File: src/rtl/alu_ctrl_pkg.sv
// Shared constants for the ALU issue controller: ALU op codes, MIPS32 opcode/funct values,
// the issue FSM state type and the decoded-operation record.
package alu_ctrl_pkg;

  localparam logic [3:0] ALU_AND  = 4'b0000;
  localparam logic [3:0] ALU_OR   = 4'b0001;
  localparam logic [3:0] ALU_ADD  = 4'b0010;
  localparam logic [3:0] ALU_XOR  = 4'b0100;
  localparam logic [3:0] ALU_MULT = 4'b0101;
  localparam logic [3:0] ALU_SUB  = 4'b0110;
  localparam logic [3:0] ALU_SLT  = 4'b0111;
  localparam logic [3:0] ALU_SLL  = 4'b1000;
  localparam logic [3:0] ALU_SRL  = 4'b1001;
  localparam logic [3:0] ALU_SRA  = 4'b1010;
  localparam logic [3:0] ALU_DIV  = 4'b1011;
  localparam logic [3:0] ALU_NOR  = 4'b1100;

  localparam logic [5:0] OP_RTYPE = 6'h00;
  localparam logic [5:0] OP_BEQ   = 6'h04;
  localparam logic [5:0] OP_BNE   = 6'h05;
  localparam logic [5:0] OP_ADDI  = 6'h08;
  localparam logic [5:0] OP_ADDIU = 6'h09;
  localparam logic [5:0] OP_SLTI  = 6'h0A;
  localparam logic [5:0] OP_ANDI  = 6'h0C;
  localparam logic [5:0] OP_ORI   = 6'h0D;
  localparam logic [5:0] OP_XORI  = 6'h0E;
  localparam logic [5:0] OP_LW    = 6'h23;
  localparam logic [5:0] OP_SW    = 6'h2B;

  localparam logic [5:0] FN_SLL  = 6'h00;
  localparam logic [5:0] FN_SRL  = 6'h02;
  localparam logic [5:0] FN_SRA  = 6'h03;
  localparam logic [5:0] FN_MULT = 6'h18;
  localparam logic [5:0] FN_DIV  = 6'h1A;
  localparam logic [5:0] FN_ADD  = 6'h20;
  localparam logic [5:0] FN_ADDU = 6'h21;
  localparam logic [5:0] FN_SUB  = 6'h22;
  localparam logic [5:0] FN_SUBU = 6'h23;
  localparam logic [5:0] FN_AND  = 6'h24;
  localparam logic [5:0] FN_OR   = 6'h25;
  localparam logic [5:0] FN_XOR  = 6'h26;
  localparam logic [5:0] FN_NOR  = 6'h27;
  localparam logic [5:0] FN_SLT  = 6'h2A;

  typedef enum logic [1:0] {
    IDLE    = 2'd0,
    FULL    = 2'd1,
    MD_WAIT = 2'd2
  } state_t;

  typedef struct packed {
    logic [3:0]  alu_control;
    logic        b_sel_imm;
    logic        a_sel_rt;
    logic [31:0] imm_ext;
    logic        is_md;
    logic        is_illegal;
  } decode_t;

endpackage

File: src/rtl/alu_issue_ctrl_if.sv
// Instruction-in / ALU-operation-out bundle of the issue controller.
// valid/ready: a transfer happens on a rising edge where both are high; a source holding
// valid keeps its payload stable until that edge, and ready may depend combinationally on valid.
interface alu_issue_ctrl_if;
  logic        in_valid;
  logic        in_ready;
  logic [31:0] instr;
  logic        out_valid;
  logic        out_ready;
  logic [3:0]  alu_control;
  logic        b_sel_imm;
  logic        a_sel_rt;
  logic [31:0] imm_ext;
  logic        md_busy;
  logic        md_done;
  logic        illegal;

  modport master (
    input  in_valid, instr, out_ready,
    output in_ready, out_valid, alu_control, b_sel_imm, a_sel_rt, imm_ext,
           md_busy, md_done, illegal
  );

  modport slave (
    output in_valid, instr, out_ready,
    input  in_ready, out_valid, alu_control, b_sel_imm, a_sel_rt, imm_ext,
           md_busy, md_done, illegal
  );
endinterface

File: src/rtl/alu_ctrl_decode.sv
// Combinational MIPS32 decode: instruction word -> ALU code, operand selects, extended
// immediate, mult/div flag and unlisted-encoding flag.
module alu_ctrl_decode
  import alu_ctrl_pkg::*;
(
  input  logic [31:0] instr,
  output decode_t     dec
);
  logic [5:0]  opcode;
  logic [5:0]  funct;
  logic [31:0] sext;
  logic [31:0] zext;

  assign opcode = instr[31:26];
  assign funct  = instr[5:0];
  assign sext   = {{16{instr[15]}}, instr[15:0]};
  assign zext   = {16'h0000, instr[15:0]};

  always_comb begin
    dec             = '0;
    dec.alu_control = ALU_ADD;
    dec.imm_ext     = sext;
    if (opcode == OP_RTYPE) begin
      case (funct)
        FN_AND:          dec.alu_control = ALU_AND;
        FN_OR:           dec.alu_control = ALU_OR;
        FN_NOR:          dec.alu_control = ALU_NOR;
        FN_XOR:          dec.alu_control = ALU_XOR;
        FN_ADD, FN_ADDU: dec.alu_control = ALU_ADD;
        FN_SUB, FN_SUBU: dec.alu_control = ALU_SUB;
        FN_SLT:          dec.alu_control = ALU_SLT;
        FN_SLL:          dec.alu_control = ALU_SLL;
        FN_SRL:          dec.alu_control = ALU_SRL;
        FN_SRA:          dec.alu_control = ALU_SRA;
        FN_MULT:         dec.alu_control = ALU_MULT;
        FN_DIV:          dec.alu_control = ALU_DIV;
        default:         dec.is_illegal  = 1'b1;
      endcase
      // Shifts take rt as operand a and read shamt out of imm_ext[10:6].
      if (funct == FN_SLL || funct == FN_SRL || funct == FN_SRA) begin
        dec.a_sel_rt  = 1'b1;
        dec.b_sel_imm = 1'b1;
        dec.imm_ext   = zext;
      end
    end else begin
      case (opcode)
        OP_ADDI, OP_ADDIU, OP_LW, OP_SW: begin
          dec.alu_control = ALU_ADD;
          dec.b_sel_imm   = 1'b1;
        end
        OP_SLTI: begin
          dec.alu_control = ALU_SLT;
          dec.b_sel_imm   = 1'b1;
        end
        OP_ANDI: begin
          dec.alu_control = ALU_AND;
          dec.b_sel_imm   = 1'b1;
          dec.imm_ext     = zext;
        end
        OP_ORI: begin
          dec.alu_control = ALU_OR;
          dec.b_sel_imm   = 1'b1;
          dec.imm_ext     = zext;
        end
        OP_XORI: begin
          dec.alu_control = ALU_XOR;
          dec.b_sel_imm   = 1'b1;
          dec.imm_ext     = zext;
        end
        OP_BEQ, OP_BNE:  dec.alu_control = ALU_SUB;
        default:         dec.is_illegal  = 1'b1;
      endcase
    end
    dec.is_md = (dec.alu_control == ALU_MULT) || (dec.alu_control == ALU_DIV);
  end
endmodule

File: src/rtl/alu_issue_ctrl.sv
// One-entry registered issue stage between fetch and the ALU, with a fixed stall after mult/div.
// Optional trap of unlisted encodings: define ALU_ISSUE_ILLEGAL_TRAP_EN.
module alu_issue_ctrl
  import alu_ctrl_pkg::*;
#(
  parameter int unsigned MD_LATENCY = 4
) (
  input  logic                clk,
  input  logic                reset,
  alu_issue_ctrl_if.master    bus,
  output state_t              state_dbg
);
  state_t      state_q, state_d;
  logic [3:0]  cnt_q, cnt_d;
  decode_t     dec;
  logic [3:0]  alu_q;
  logic        b_sel_q;
  logic        a_sel_q;
  logic [31:0] imm_q;
  logic        md_q;
  logic        in_ready_c, out_valid_c, md_busy_c, md_done_c;
  logic        accept, fire, trap, load;

  alu_ctrl_decode u_decode (
    .instr (bus.instr),
    .dec   (dec)
  );

`ifdef ALU_ISSUE_ILLEGAL_TRAP_EN
  logic illegal_q;
  assign trap = dec.is_illegal;
  always_ff @(posedge clk) begin
    if (reset) illegal_q <= 1'b0;
    else       illegal_q <= accept & trap;
  end
  assign bus.illegal = illegal_q;
`else
  logic trap_unused;
  assign trap_unused = dec.is_illegal;
  assign trap        = 1'b0;
  assign bus.illegal = 1'b0;
`endif

  always_comb begin
    state_d     = state_q;
    cnt_d       = cnt_q;
    in_ready_c  = 1'b0;
    out_valid_c = 1'b0;
    md_busy_c   = 1'b0;
    md_done_c   = 1'b0;
    case (state_q)
      IDLE:    in_ready_c = 1'b1;
      FULL: begin
        out_valid_c = 1'b1;
        in_ready_c  = bus.out_ready & ~md_q;
      end
      MD_WAIT: begin
        md_busy_c = 1'b1;
        md_done_c = (cnt_q == 4'd0);
      end
      default: ;
    endcase

    accept = bus.in_valid & in_ready_c;
    fire   = out_valid_c & bus.out_ready;
    // A trapped encoding is accepted off the bus but never reaches the output register.
    load   = accept & ~trap;

    case (state_q)
      IDLE: if (load) state_d = FULL;
      FULL: begin
        if (fire && md_q) begin
          state_d = MD_WAIT;
          cnt_d   = 4'(MD_LATENCY - 1);
        end else if (fire) begin
          state_d = load ? FULL : IDLE;
        end
      end
      MD_WAIT: begin
        if (cnt_q == 4'd0) state_d = IDLE;
        else               cnt_d   = cnt_q - 4'd1;
      end
      default: state_d = IDLE;
    endcase
  end

  always_ff @(posedge clk) begin
    if (reset) begin
      state_q <= IDLE;
      cnt_q   <= 4'd0;
      alu_q   <= ALU_ADD;
      b_sel_q <= 1'b0;
      a_sel_q <= 1'b0;
      imm_q   <= 32'd0;
      md_q    <= 1'b0;
    end else begin
      state_q <= state_d;
      cnt_q   <= cnt_d;
      if (load) begin
        alu_q   <= dec.alu_control;
        b_sel_q <= dec.b_sel_imm;
        a_sel_q <= dec.a_sel_rt;
        imm_q   <= dec.imm_ext;
        md_q    <= dec.is_md;
      end
    end
  end

  assign bus.in_ready    = in_ready_c;
  assign bus.out_valid   = out_valid_c;
  assign bus.md_busy     = md_busy_c;
  assign bus.md_done     = md_done_c;
  assign bus.alu_control = alu_q;
  assign bus.b_sel_imm   = b_sel_q;
  assign bus.a_sel_rt    = a_sel_q;
  assign bus.imm_ext     = imm_q;
  assign state_dbg       = state_q;
endmodule
File: src/flat_wrapper.sv
// flat-port wrapper written by rule: the top's interface ports become plain ports
module alu_issue_ctrl_flat import alu_ctrl_pkg::*;
#(
  parameter int unsigned MD_LATENCY = 4
)
  (clk, reset, state_dbg, bus_in_valid, bus_instr, bus_out_ready, bus_in_ready, bus_out_valid, bus_alu_control, bus_b_sel_imm, bus_a_sel_rt, bus_imm_ext, bus_md_busy, bus_md_done, bus_illegal);
  alu_issue_ctrl_if bus_i ();
  input  logic clk;
  input  logic reset;
  output state_t state_dbg;
  input wire logic [$bits(bus_i.in_valid)-1:0] bus_in_valid;
  input wire logic [$bits(bus_i.instr)-1:0] bus_instr;
  input wire logic [$bits(bus_i.out_ready)-1:0] bus_out_ready;
  output wire logic [$bits(bus_i.in_ready)-1:0] bus_in_ready;
  output wire logic [$bits(bus_i.out_valid)-1:0] bus_out_valid;
  output wire logic [$bits(bus_i.alu_control)-1:0] bus_alu_control;
  output wire logic [$bits(bus_i.b_sel_imm)-1:0] bus_b_sel_imm;
  output wire logic [$bits(bus_i.a_sel_rt)-1:0] bus_a_sel_rt;
  output wire logic [$bits(bus_i.imm_ext)-1:0] bus_imm_ext;
  output wire logic [$bits(bus_i.md_busy)-1:0] bus_md_busy;
  output wire logic [$bits(bus_i.md_done)-1:0] bus_md_done;
  output wire logic [$bits(bus_i.illegal)-1:0] bus_illegal;
  assign bus_i.in_valid = bus_in_valid;
  assign bus_i.instr = bus_instr;
  assign bus_i.out_ready = bus_out_ready;
  assign bus_in_ready = bus_i.in_ready;
  assign bus_out_valid = bus_i.out_valid;
  assign bus_alu_control = bus_i.alu_control;
  assign bus_b_sel_imm = bus_i.b_sel_imm;
  assign bus_a_sel_rt = bus_i.a_sel_rt;
  assign bus_imm_ext = bus_i.imm_ext;
  assign bus_md_busy = bus_i.md_busy;
  assign bus_md_done = bus_i.md_done;
  assign bus_illegal = bus_i.illegal;
  alu_issue_ctrl #(.MD_LATENCY(MD_LATENCY)) u_core (.clk(clk), .reset(reset), .bus(bus_i), .state_dbg(state_dbg));
endmodule
File: config.mk
export PLATFORM = sky130hd
export DESIGN_NAME = alu_issue_ctrl_flat
export DESIGN_NICKNAME = d
export VERILOG_FILES = /design/src/rtl/alu_ctrl_pkg.sv /design/src/rtl/alu_issue_ctrl_if.sv /design/src/rtl/alu_ctrl_decode.sv /design/src/rtl/alu_issue_ctrl.sv /design/src/flat_wrapper.sv
export SDC_FILE = /design/constraint.sdc
export NUM_CORES = 1
export LEC_CHECK = 0
export BUFFER_PORTS_ARGS = -buffer_cell sky130_fd_sc_hd__clkbuf_2
export CAP_MARGIN = 30
export CORE_ASPECT_RATIO = 2
export CORE_UTILIZATION = 45
export CTS_CLUSTER_SIZE = 14
export DETAILED_ROUTE_END_ITERATION = 7
export HOLD_SLACK_MARGIN = 0.08
export PLACE_DENSITY = 0.72
export SYNTH_ARGS = -nofsm -noshare
export SYNTH_HDL_FRONTEND = slang
export SYNTH_HIERARCHICAL = 1
export SYNTH_SLANG_ARGS = --single-unit
File: constraint.sdc
create_clock -name clk -period 3.7 [get_ports clk]
set_clock_uncertainty 0.15 [all_clocks]
set_input_delay 0.37 -clock clk [delete_from_list [all_inputs] [get_ports clk]]
set_output_delay 0.37 -clock clk [all_outputs]
set_load 0.005 [all_outputs]
==> run_results.csv <==
group,metric,value,unit
status,run_status,"finished, final reports clean",
yosys,syn_inst,311,
yosys,syn_nets,352,
floorplan,start_util,46.86,%
cts,numCtsBuffers,5,
worst_setup_path,cp_slowest_cell,"dfxtp_1",
sta,slew_violations,0,
route,routed_wl,5327,um
route,wl_per_cell,13.25,um
route,drt-initial-drc-count,68,
sta,fin_crit_sh,57.74,%
flow_run,maxCapViolations,0,
placed_design,place.port_buffers,69,
cells_and_area,finalNetCount,382,
cts,clk_latency,0.30,ns
cts,post_cts_resized,0,
cts,cts_sinks,45,
grt,antenna_found_initial,0,
yosys,syn_avg_cell_area,8.239,um^2
cts,root_buffer,"clkbuf_8",
route,vias,2104,
pwr,cellPowerDensity,380.5,nW/um^2
route,ant_nets,0,
sta,final.setup.worst_slack,1.564,ns
pwr,p_leak,1.287,nW
route,dr.pass1.iters,4,
pwr,power_frac_seq,50.9,%
cells_and_area,syn2layout_area_growth,8.252,%
cts,path_clk_slew,0.08,ns
cts,post_cts_buffers,0,
pwr,clock_power_share,28.2,%
sta,tightest_slew,0.9808,ns
floorplan,io_pins,81,
cts,postCtsHoldBufs,0,
route,via_per_inst,5.234,
sta,post-route-min-period,2.136,ns
sta,rsz0062_at_grt,"false",
pwr,vdd_drop_max,0.2515,mV
placed_design,placed_area,2691,um^2
worst_setup_path,path_buf_inv,2,
placed_design,place_hpwl,3898,um
floorplan,rows,38,
grt,grt_pass1_wl,8556,um
cts,clockBufferDepth,2,
floorplan,core_region_area,5468,um^2
yosys,syn-cell-area,2562,um^2
worst_setup_path,path_delay_family,"simple AND/OR/NAND/NOR gates",
yosys,yosysWarnings,6,
floorplan,die_x,55.36,um
pwr,internal-power,0.7480,mW
sta,max_freq,0.4681,GHz
worst_setup_path,path_cells,"inv_1, ha_1, and4b_1, or2_2, clkbuf_2",
pwr,pwr-share-comb,21.0,%
floorplan,floorplan.die.height,108.7,um
sta,fin_setup_tns,0,ns
worst_setup_path,cp_slowest_stage_delay,0.38,ns
grt,grt_use_total,18.04,%
worst_setup_path,worstPathArrival,1.62,ns
cts,htreeDepth,2,
placed_design,place_ws,1.387,ns
pwr,p_switching,0.3075,mW
grt,grt_max_degree,43,
cells_and_area,diodes,0,
cells_and_area,fill_cells,529,
cts,cts_tree,"done",
grt,overflow,0,
worst_setup_path,cp-end-kind,"output pin",
grt,grt_pass1_vias,2004,
pwr,swShare,29.13,%
placed_design,gp_congestion,0.7965,
floorplan,die_area,6018,um^2
worst_setup_path,crit_type,"flip-flop to output pin",
worst_setup_path,startpoint_type,"flip-flop",
cells_and_area,finalInstanceArea,2774,um^2
worst_setup_path,cp_max_fo,5,
worst_hold_path,hp-class,"primary input to flip-flop",
sta,finalSetupViolations,0,
cells_and_area,drive_gt1_share,26.02,%
sta,slew_headroom,34.33,%
route,drcViolationCount,0,
worst_setup_path,worstPathRequired,3.18,ns
sta,hold_viol_final,0,
[layout by cell type, fill, tap and decap left out, drive strengths merged, types with 3 or more instances in the layout]
master / count
nand2: 82
clkbuf: 75
dfxtp: 45
mux2i: 39
inv: 13
nor2: 13
nor3: 6
o21ai: 6
ha: 5
nand3: 4
a31oi: 4
a21oi: 3
buf: 3
[worst register-to-register path: stages, from the launching register on]
cell	delay, ns
dfxtp_1	0.38
inv_1	0.09
ha_1	0.23
and4b_1	0.23
o21a_2	0.21
buf_4	0.24
a31o_2	0.27
[layout make-up]
class	count	area (um^2)	area share [%]
clock buffers	6	72.57	2.616
clock inverters	2	10.01	0.3608
repair buffers	72	380.4	13.71
well taps	60	75.07	2.706
multi-input cells	204	1286	46.37
flip-flops and latches	45	900.9	32.48
inverters	13	48.80	1.759
[per-stage QoR]
| stage | hold slack, ns | power, mW | std cells | util [%] |
|---|---|---|---|---|
| after CTS | 0.1284 | 1.070 | 402 | 50.73 |
| after floorplan | 0.3011 | 0.7189 | 311 | - |
| after global placement | 0.2923 | 0.7618 | 393 | 48.86 |
| final | 0.1421 | 1.055 | 402 | 50.73 |
| after global routing | 0.1393 | 1.117 | 402 | 50.73 |
| after detailed placement | 0.2960 | 0.7707 | 394 | 49.22 |
[power by group through the flow]
| stage | Combinational, mW | Sequential (mW) | Clock (mW) |
|---|---|---|---|
| floorplan | 0.169 | 0.550 | 0 |
| global placement | 0.214 | 0.548 | 0 |
| detailed placement | 0.222 | 0.549 | 0 |
| CTS | 0.223 | 0.537 | 0.309 |
| global route | 0.246 | 0.541 | 0.329 |
| finish | 0.221 | 0.537 | 0.297 |
[registers in the layout, indices dropped and copies added (netlist names)]
register and cells:
u_core/cnt_q 4, u_core/md_q 1, u_core/bus.a_sel_rt 1, u_core/bus.alu_control 4, u_core/state_dbg 2, u_core/bus.imm_ext 32, u_core/bus.b_sel_imm 1
[metal layers]
layer	global-route usage (%)	wire, um
met2	33.05	2802
met4	14.11	250
met3	3.084	153
met1	17.60	2120
met5	0	0
[path summary, 6_finish.rpt]
| path | to | start | slack [ns] | cells past startpoint |
|---|---|---|---|---|
| max | bus_in_ready | u_core/state_dbg[1] | 1.56 | 5 |
| min | u_core/bus.imm_ext[10] | bus_instr[10] | 0.14 | 3 |
| max reg2reg | u_core/md_q | u_core/state_dbg[1] | 1.80 | 6 |
| min reg2reg | u_core/bus.imm_ext[14] | u_core/bus.imm_ext[14] | 0.31 | 2 |
Power figures use the tool's default switching activity.
